## src/rtl/line_cmd_sched_if.sv

```systemverilog
// Bundles the two requester ports, the line-engine port and the framebuffer
// write port of line_cmd_sched. The scheduler uses the slave view, its environment uses the master view.
interface line_cmd_sched_if;
  logic        i_req0_valid;
  logic [63:0] i_req0_line;
  logic        o_req0_ack;
  logic        o_req0_done;
  logic        i_req1_valid;
  logic [63:0] i_req1_line;
  logic        o_req1_ack;
  logic        o_req1_done;
  logic [15:0] o_ln_x1;
  logic [15:0] o_ln_y1;
  logic [15:0] o_ln_x2;
  logic [15:0] o_ln_y2;
  logic        o_ln_start;
  logic        i_ln_set_pixel;
  logic [15:0] i_ln_x;
  logic [15:0] i_ln_y;
  logic        i_ln_ready;
  logic        o_pix_we;
  logic [15:0] o_pix_x;
  logic [15:0] o_pix_y;
  logic        o_pix_owner;
  logic        o_busy;
  logic        o_err;
  logic [15:0] o_clip_cnt;

  modport slave (
    input  i_req0_valid, i_req0_line, i_req1_valid, i_req1_line,
    input  i_ln_set_pixel, i_ln_x, i_ln_y, i_ln_ready,
    output o_req0_ack, o_req0_done, o_req1_ack, o_req1_done,
    output o_ln_x1, o_ln_y1, o_ln_x2, o_ln_y2, o_ln_start,
    output o_pix_we, o_pix_x, o_pix_y, o_pix_owner,
    output o_busy, o_err, o_clip_cnt
  );

  modport master (
    output i_req0_valid, i_req0_line, i_req1_valid, i_req1_line,
    output i_ln_set_pixel, i_ln_x, i_ln_y, i_ln_ready,
    input  o_req0_ack, o_req0_done, o_req1_ack, o_req1_done,
    input  o_ln_x1, o_ln_y1, o_ln_x2, o_ln_y2, o_ln_start,
    input  o_pix_we, o_pix_x, o_pix_y, o_pix_owner,
    input  o_busy, o_err, o_clip_cnt
  );
endinterface

```

## src/rtl/line_cmd_sched.sv

```systemverilog
// Round-robin scheduler for two line-draw requesters sharing one Bresenham
// engine; holds the granted endpoints for the whole draw and clips the pixel stream.
module line_cmd_sched #(
  parameter int SCR_W    = 640,
  parameter int SCR_H    = 480,
  parameter int START_TO = 15
) (
  input logic             clk,
  input logic             rst_n,
  line_cmd_sched_if.slave bus
);

  localparam int TO_W = $clog2(START_TO + 1);
  localparam logic [TO_W-1:0] TO_LAST = TO_W'(START_TO - 1);
  localparam logic signed [15:0] SCR_W_S = 16'(SCR_W);
  localparam logic signed [15:0] SCR_H_S = 16'(SCR_H);

  typedef enum logic [1:0] {
    ST_IDLE,
    ST_ISSUE,
    ST_DRAW,
    ST_DONE
  } state_t;

  state_t state_q, state_d;
  logic owner_q, owner_d;
  logic rr_q, rr_d;
  logic ack0_q, ack0_d;
  logic ack1_q, ack1_d;
  logic err_q, err_d;
  logic [63:0] line_q, line_d;
  logic [TO_W-1:0] toCnt_q, toCnt_d;
  logic pixWe_q, pixWe_d;
  logic [15:0] pixX_q, pixX_d;
  logic [15:0] pixY_q, pixY_d;
  logic [15:0] clipCnt_q, clipCnt_d;

  logic fwdPix;
  logic inWin;
  logic grant0;
  logic grant1;
  logic signed [15:0] engX;
  logic signed [15:0] engY;

  assign engX = bus.i_ln_x;
  assign engY = bus.i_ln_y;
  // Signed compares so negative engine coordinates count as off-screen.
  assign inWin = (engX >= 16'sd0) && (engX < SCR_W_S) &&
                 (engY >= 16'sd0) && (engY < SCR_H_S);

  assign grant0 = bus.i_req0_valid && (!bus.i_req1_valid || !rr_q);
  assign grant1 = bus.i_req1_valid && !grant0;

  always_comb begin
    state_d = state_q;
    owner_d = owner_q;
    rr_d    = rr_q;
    ack0_d  = 1'b0;
    ack1_d  = 1'b0;
    err_d   = err_q;
    line_d  = line_q;
    toCnt_d = toCnt_q;
    fwdPix  = 1'b0;
    case (state_q)
      ST_IDLE: begin
        if (grant0 || grant1) begin
          owner_d = grant1;
          line_d  = grant1 ? bus.i_req1_line : bus.i_req0_line;
          ack0_d  = grant0;
          ack1_d  = grant1;
          toCnt_d = '0;
          state_d = ST_ISSUE;
        end
      end
      ST_ISSUE: begin
        // The engine's first pixel strobe doubles as its start acknowledge.
        if (bus.i_ln_set_pixel) begin
          fwdPix  = 1'b1;
          state_d = ST_DRAW;
        end else if (toCnt_q == TO_LAST) begin
          err_d   = 1'b1;
          state_d = ST_DONE;
        end else begin
          toCnt_d = toCnt_q + 1'b1;
        end
      end
      ST_DRAW: begin
        if (bus.i_ln_set_pixel) begin
          fwdPix = 1'b1;
        end else if (bus.i_ln_ready) begin
          state_d = ST_DONE;
        end
      end
      ST_DONE: begin
        rr_d    = ~owner_q;
        state_d = ST_IDLE;
      end
      default: state_d = ST_IDLE;
    endcase
  end

  always_comb begin
    pixWe_d   = fwdPix && inWin;
    pixX_d    = fwdPix ? bus.i_ln_x : pixX_q;
    pixY_d    = fwdPix ? bus.i_ln_y : pixY_q;
    clipCnt_d = clipCnt_q;
    if (fwdPix && !inWin && (clipCnt_q != 16'hFFFF)) begin
      clipCnt_d = clipCnt_q + 16'd1;
    end
  end

  always_ff @(posedge clk or negedge rst_n) begin
    if (!rst_n) begin
      state_q   <= ST_IDLE;
      owner_q   <= 1'b0;
      rr_q      <= 1'b0;
      ack0_q    <= 1'b0;
      ack1_q    <= 1'b0;
      err_q     <= 1'b0;
      line_q    <= '0;
      toCnt_q   <= '0;
      pixWe_q   <= 1'b0;
      pixX_q    <= '0;
      pixY_q    <= '0;
      clipCnt_q <= '0;
    end else begin
      state_q   <= state_d;
      owner_q   <= owner_d;
      rr_q      <= rr_d;
      ack0_q    <= ack0_d;
      ack1_q    <= ack1_d;
      err_q     <= err_d;
      line_q    <= line_d;
      toCnt_q   <= toCnt_d;
      pixWe_q   <= pixWe_d;
      pixX_q    <= pixX_d;
      pixY_q    <= pixY_d;
      clipCnt_q <= clipCnt_d;
    end
  end

  assign bus.o_req0_ack  = ack0_q;
  assign bus.o_req1_ack  = ack1_q;
  assign bus.o_req0_done = (state_q == ST_DONE) && !owner_q;
  assign bus.o_req1_done = (state_q == ST_DONE) && owner_q;
  assign bus.o_ln_x1     = line_q[63:48];
  assign bus.o_ln_y1     = line_q[47:32];
  assign bus.o_ln_x2     = line_q[31:16];
  assign bus.o_ln_y2     = line_q[15:0];
  assign bus.o_ln_start  = (state_q == ST_ISSUE);
  assign bus.o_pix_we    = pixWe_q;
  assign bus.o_pix_x     = pixX_q;
  assign bus.o_pix_y     = pixY_q;
  assign bus.o_pix_owner = owner_q;
  assign bus.o_busy      = (state_q != ST_IDLE);
  assign bus.o_err       = err_q;
  assign bus.o_clip_cnt  = clipCnt_q;

endmodule
```

## src/flat_wrapper.sv

```systemverilog
// flat-port wrapper written by rule: the top's interface ports become plain ports
module line_cmd_sched_flat 
#(
  parameter int SCR_W    = 640,
  parameter int SCR_H    = 480,
  parameter int START_TO = 15
)
  (clk, rst_n, bus_i_req0_valid, bus_i_req0_line, bus_i_req1_valid, bus_i_req1_line, bus_i_ln_set_pixel, bus_i_ln_x, bus_i_ln_y, bus_i_ln_ready, bus_o_req0_ack, bus_o_req0_done, bus_o_req1_ack, bus_o_req1_done, bus_o_ln_x1, bus_o_ln_y1, bus_o_ln_x2, bus_o_ln_y2, bus_o_ln_start, bus_o_pix_we, bus_o_pix_x, bus_o_pix_y, bus_o_pix_owner, bus_o_busy, bus_o_err, bus_o_clip_cnt);
  line_cmd_sched_if bus_i ();
  input logic clk;
  input logic rst_n;
  input wire logic [$bits(bus_i.i_req0_valid)-1:0] bus_i_req0_valid;
  input wire logic [$bits(bus_i.i_req0_line)-1:0] bus_i_req0_line;
  input wire logic [$bits(bus_i.i_req1_valid)-1:0] bus_i_req1_valid;
  input wire logic [$bits(bus_i.i_req1_line)-1:0] bus_i_req1_line;
  input wire logic [$bits(bus_i.i_ln_set_pixel)-1:0] bus_i_ln_set_pixel;
  input wire logic [$bits(bus_i.i_ln_x)-1:0] bus_i_ln_x;
  input wire logic [$bits(bus_i.i_ln_y)-1:0] bus_i_ln_y;
  input wire logic [$bits(bus_i.i_ln_ready)-1:0] bus_i_ln_ready;
  output wire logic [$bits(bus_i.o_req0_ack)-1:0] bus_o_req0_ack;
  output wire logic [$bits(bus_i.o_req0_done)-1:0] bus_o_req0_done;
  output wire logic [$bits(bus_i.o_req1_ack)-1:0] bus_o_req1_ack;
  output wire logic [$bits(bus_i.o_req1_done)-1:0] bus_o_req1_done;
  output wire logic [$bits(bus_i.o_ln_x1)-1:0] bus_o_ln_x1;
  output wire logic [$bits(bus_i.o_ln_y1)-1:0] bus_o_ln_y1;
  output wire logic [$bits(bus_i.o_ln_x2)-1:0] bus_o_ln_x2;
  output wire logic [$bits(bus_i.o_ln_y2)-1:0] bus_o_ln_y2;
  output wire logic [$bits(bus_i.o_ln_start)-1:0] bus_o_ln_start;
  output wire logic [$bits(bus_i.o_pix_we)-1:0] bus_o_pix_we;
  output wire logic [$bits(bus_i.o_pix_x)-1:0] bus_o_pix_x;
  output wire logic [$bits(bus_i.o_pix_y)-1:0] bus_o_pix_y;
  output wire logic [$bits(bus_i.o_pix_owner)-1:0] bus_o_pix_owner;
  output wire logic [$bits(bus_i.o_busy)-1:0] bus_o_busy;
  output wire logic [$bits(bus_i.o_err)-1:0] bus_o_err;
  output wire logic [$bits(bus_i.o_clip_cnt)-1:0] bus_o_clip_cnt;
  assign bus_i.i_req0_valid = bus_i_req0_valid;
  assign bus_i.i_req0_line = bus_i_req0_line;
  assign bus_i.i_req1_valid = bus_i_req1_valid;
  assign bus_i.i_req1_line = bus_i_req1_line;
  assign bus_i.i_ln_set_pixel = bus_i_ln_set_pixel;
  assign bus_i.i_ln_x = bus_i_ln_x;
  assign bus_i.i_ln_y = bus_i_ln_y;
  assign bus_i.i_ln_ready = bus_i_ln_ready;
  assign bus_o_req0_ack = bus_i.o_req0_ack;
  assign bus_o_req0_done = bus_i.o_req0_done;
  assign bus_o_req1_ack = bus_i.o_req1_ack;
  assign bus_o_req1_done = bus_i.o_req1_done;
  assign bus_o_ln_x1 = bus_i.o_ln_x1;
  assign bus_o_ln_y1 = bus_i.o_ln_y1;
  assign bus_o_ln_x2 = bus_i.o_ln_x2;
  assign bus_o_ln_y2 = bus_i.o_ln_y2;
  assign bus_o_ln_start = bus_i.o_ln_start;
  assign bus_o_pix_we = bus_i.o_pix_we;
  assign bus_o_pix_x = bus_i.o_pix_x;
  assign bus_o_pix_y = bus_i.o_pix_y;
  assign bus_o_pix_owner = bus_i.o_pix_owner;
  assign bus_o_busy = bus_i.o_busy;
  assign bus_o_err = bus_i.o_err;
  assign bus_o_clip_cnt = bus_i.o_clip_cnt;
  line_cmd_sched #(.SCR_W(SCR_W), .SCR_H(SCR_H), .START_TO(START_TO)) u_core (.clk(clk), .rst_n(rst_n), .bus(bus_i));
endmodule
```

## config.mk

```make
export PLATFORM = sky130hd
export DESIGN_NAME = line_cmd_sched_flat
export DESIGN_NICKNAME = d
export VERILOG_FILES = /design/src/rtl/line_cmd_sched_if.sv /design/src/rtl/line_cmd_sched.sv /design/src/flat_wrapper.sv
export SDC_FILE = /design/constraint.sdc
export NUM_CORES = 1
export LEC_CHECK = 0
export ABC_AREA = 0
export ABC_CLOCK_PERIOD_IN_PS = 4710
export CORE_ASPECT_RATIO = 0.9
export CORE_MARGIN = 4
export CORE_UTILIZATION = 43
export CTS_CLUSTER_SIZE = 24
export DETAILED_ROUTE_END_ITERATION = 10
export GPL_TIMING_DRIVEN = 0
export PLACE_DENSITY = 0.83
export SETUP_SLACK_MARGIN = 0.3
export SYNTH_ARGS = -nofsm -noshare
export SYNTH_HDL_FRONTEND = slang
export SYNTH_SLANG_ARGS = --single-unit
```

## constraint.sdc

```tcl
create_clock -name clk -period 4.71 [get_ports clk]
set_input_delay 0.7065 -clock clk [delete_from_list [all_inputs] [get_ports clk]]
set_output_delay 0.7065 -clock clk [all_outputs]
set_load 0.01 [all_outputs]
```

==> results.md <==
- Status: finished, final reports clean
- Total gr overflow: 0
- CP Capture Type: primary output
- Hold Path Class: primary input to asynchronous set/reset pin
- Post-synthesis cell count: 490
- Clock-pin slew on the worst setup and hold paths: 0.06 ns
- Rel. slew slack: 57.9%
- IO Port Bufs: 286
- Vias per cell: 5.01
- Yosys cell types: 36
- Cts repair resizes: 0
- Seq/Total Area, Yosys: 55.7%
- Die Y: 116 um
- Yosys top cell by area: dfrtp_1
- Post-synthesis sequential element count: 124
- Core ar.: 12,700 um^2
- Clock tree from TritonCTS: done
- Synth top cells by count: 124 x dfrtp_1, 72 x nand2_1, 64 x mux2i_1, 59 x o21ai_0, 36 x mux2_2
- Worst slew pin tran: 0.631 ns
- Total Routing Usage GR: 22.9%
- Dpl ws: 1.89 ns
- Routed Antenna Nets: 0
- Pre-antenna DRT Iters: 4
- Max cap viols: 0
- N_diodes: 0
- Clock root buffer: clkbuf_16
- Top achievable clock speed: 386 MHz
- EDFF count, synth: 0
- Synth warn: 0
- Overall Power: 5.64 mW
- Die area: 14,800 um^2
- Setup bufs post-CTS: 0
- Area grow syn2layout: 66.5%
- Clk_skew: 0.00982 ns
- Initial antenna violation count: 0
- DRC viols: 0
- Final worst slack: 2.12 ns
- 1st-iter DRT viols: 266
- WL/cell: 18.0 um
- Total CTS buffers: 17
- Mapped Area: 5570 um^2
- CTS H-tree lvls: 4
- Crit. Startpoint: u_core.state_q[0]
- Final Cycle Share: 54.9%
- Largest net degree at the start of global routing: 64
- WS Path Type: flop to primary output
- Pwr/cell area: 608 nW/um^2
- CP arrival: 1.88 ns
- Lkg Pwr: 4.16 nW
- Chip width: 128 um
- Detailed placement HPWL: 13,600 um
- Top_reg_cell synth: dfrtp_1
- Worst IR Drop VDD: 0.000413 V
- CTS Buffer Depth: 2
- Clk Latency, worst-skew pair: 0.41 ns
- Critical path required time: 4.00 ns
- Asr flop ratio synth: 100%
- Syn_nets: 663
- Crit path launch type: flop
- Share of the synthesized area in the top cell type: 55.7%
- Final Slew Violations: 0
- Final nets: 969
- RSZ-0062 raised after global routing: false
- Total wire length: 17,500 um
- Min Tclk post-route: 2.59 ns
- Cts hold-fix bufs: 0
- First-pass GRT wire length: 26,500 um
- Final hold vios: 0
- Layout cells sized above 1: 10.3%
- Synth area leaders: dfrtp_1 56%, mux2i_1 12%, mux2_2 7.3%, o21ai_0 5.3%, nand2_1 4.9%
- Final setup fails: 0
- Initial core utilization: 43.9%
- Synth Area per Inst: 11.4 um^2
- GPL Wtd Cong: 0.815
- Total vias in the final route: 4,878
- IO Pins: 287
- Crit Path Max Fanout: 6
- Worst reg2reg path startpoint: u_core.state_q[0]
- Cell Rows: 39
- Vias in the first global route: 5,164
- Most frequent cell after synthesis: dfrtp_1
- Clock Sinks: 124
## final timing paths
check / endpoint / slack, ns / cells past startpoint
setup / recovery: bus_o_busy / 2.12 / 4
hold / removal: u_core.bus.o_clip_cnt[10] / 0.29 / 1
setup reg to reg: u_core.line_q[27] / 2.42 / 7
hold reg to reg: u_core.line_q[52] / 0.48 / 2
max in group asynchronous: u_core.state_q[0] / 3.71 / 2
min in group clk: u_core.line_q[52] / 0.48 / 2
## power by group
group	internal (mW)	switching, mW	total (mW)
Clock	0.858	0.459	1.32
Sequential	1.54	0.280	1.82
Combinational	1.36	1.14	2.50
## area by class of cell
cell class | instances | area (um^2)
buffer | 26 | 136
clock buffer | 21 | 460
clock inverter | 11 | 143
fill | 864 | 3420
inverter | 8 | 30.0
multi-input combinational | 332 | 2300
sequential | 124 | 3100
tap | 164 | 205
timing repair buffer | 287 | 2890
## stage by stage
step	cells	hold slack [ns]	TNS [ns]	utilization [%]	area (um^2)
after floorplan	490	0.411	0	-	5570
after global placement	940	0.462	-220.25	68.1	8630
after detailed placement	941	0.472	0	68.3	8660
after global routing	973	0.310	0	73.0	9270
final	973	0.291	0	73.0	9270
after CTS	973	0.298	0	73.0	9270
## placed cells by master, fill, tap and decap left out, drive strengths merged, types with 3 or more instances in the layout
cell type / n
nand2b: 5
a21oi: 4
xnor2: 3
o21ai: 70
bufinv: 3
nor2: 12
nor4: 5
a211oi: 3
nand4: 7
ha: 7
nor3b: 3
dfrtp: 124
xor2: 11
nand2: 73
clkinv: 6
nor3: 9
mux2i: 64
inv: 8
clkbuf: 36
mux2: 37
buf: 13
clkdlybuf4s50: 285
nand3: 9
## layer usage
layer,up-vias,part of all wire [%],track usage [%]
met1,2359,38,26.2
met3,17,7.1,7.56
li1,2325,-,-
met4,0,1.2,6.36
met5,-,0,0
met2,177,53,41.4
## state kept, by name, summed over array words and instances (netlist names), 2 cells and up
signal	flops
u_core.line_q	64
u_core.state_q	2
u_core.bus.o_pix_x	16
u_core.toCnt_q	4
u_core.bus.o_pix_y	16
u_core.bus.o_clip_cnt	16
## critical path, cell delays in order (launching register included)
cell and delay (ns):
dfrtp_1 0.44, inv_1 0.09, ha_1 0.24, inv_1 0.14, clkdlybuf4s50_1 0.56
## logic make-up after synthesis
kind of cell	count (synthesis)	synth area share, %
compound gates	79	7.53
xor+xnor	14	2.20
fa+ha+maj	7	1.57
buf+inv	34	2.99
flops	124	55.7
mux	101	19.1
simple gates	131	10.9
Note: power is estimated with default switching activity, not from simulation.
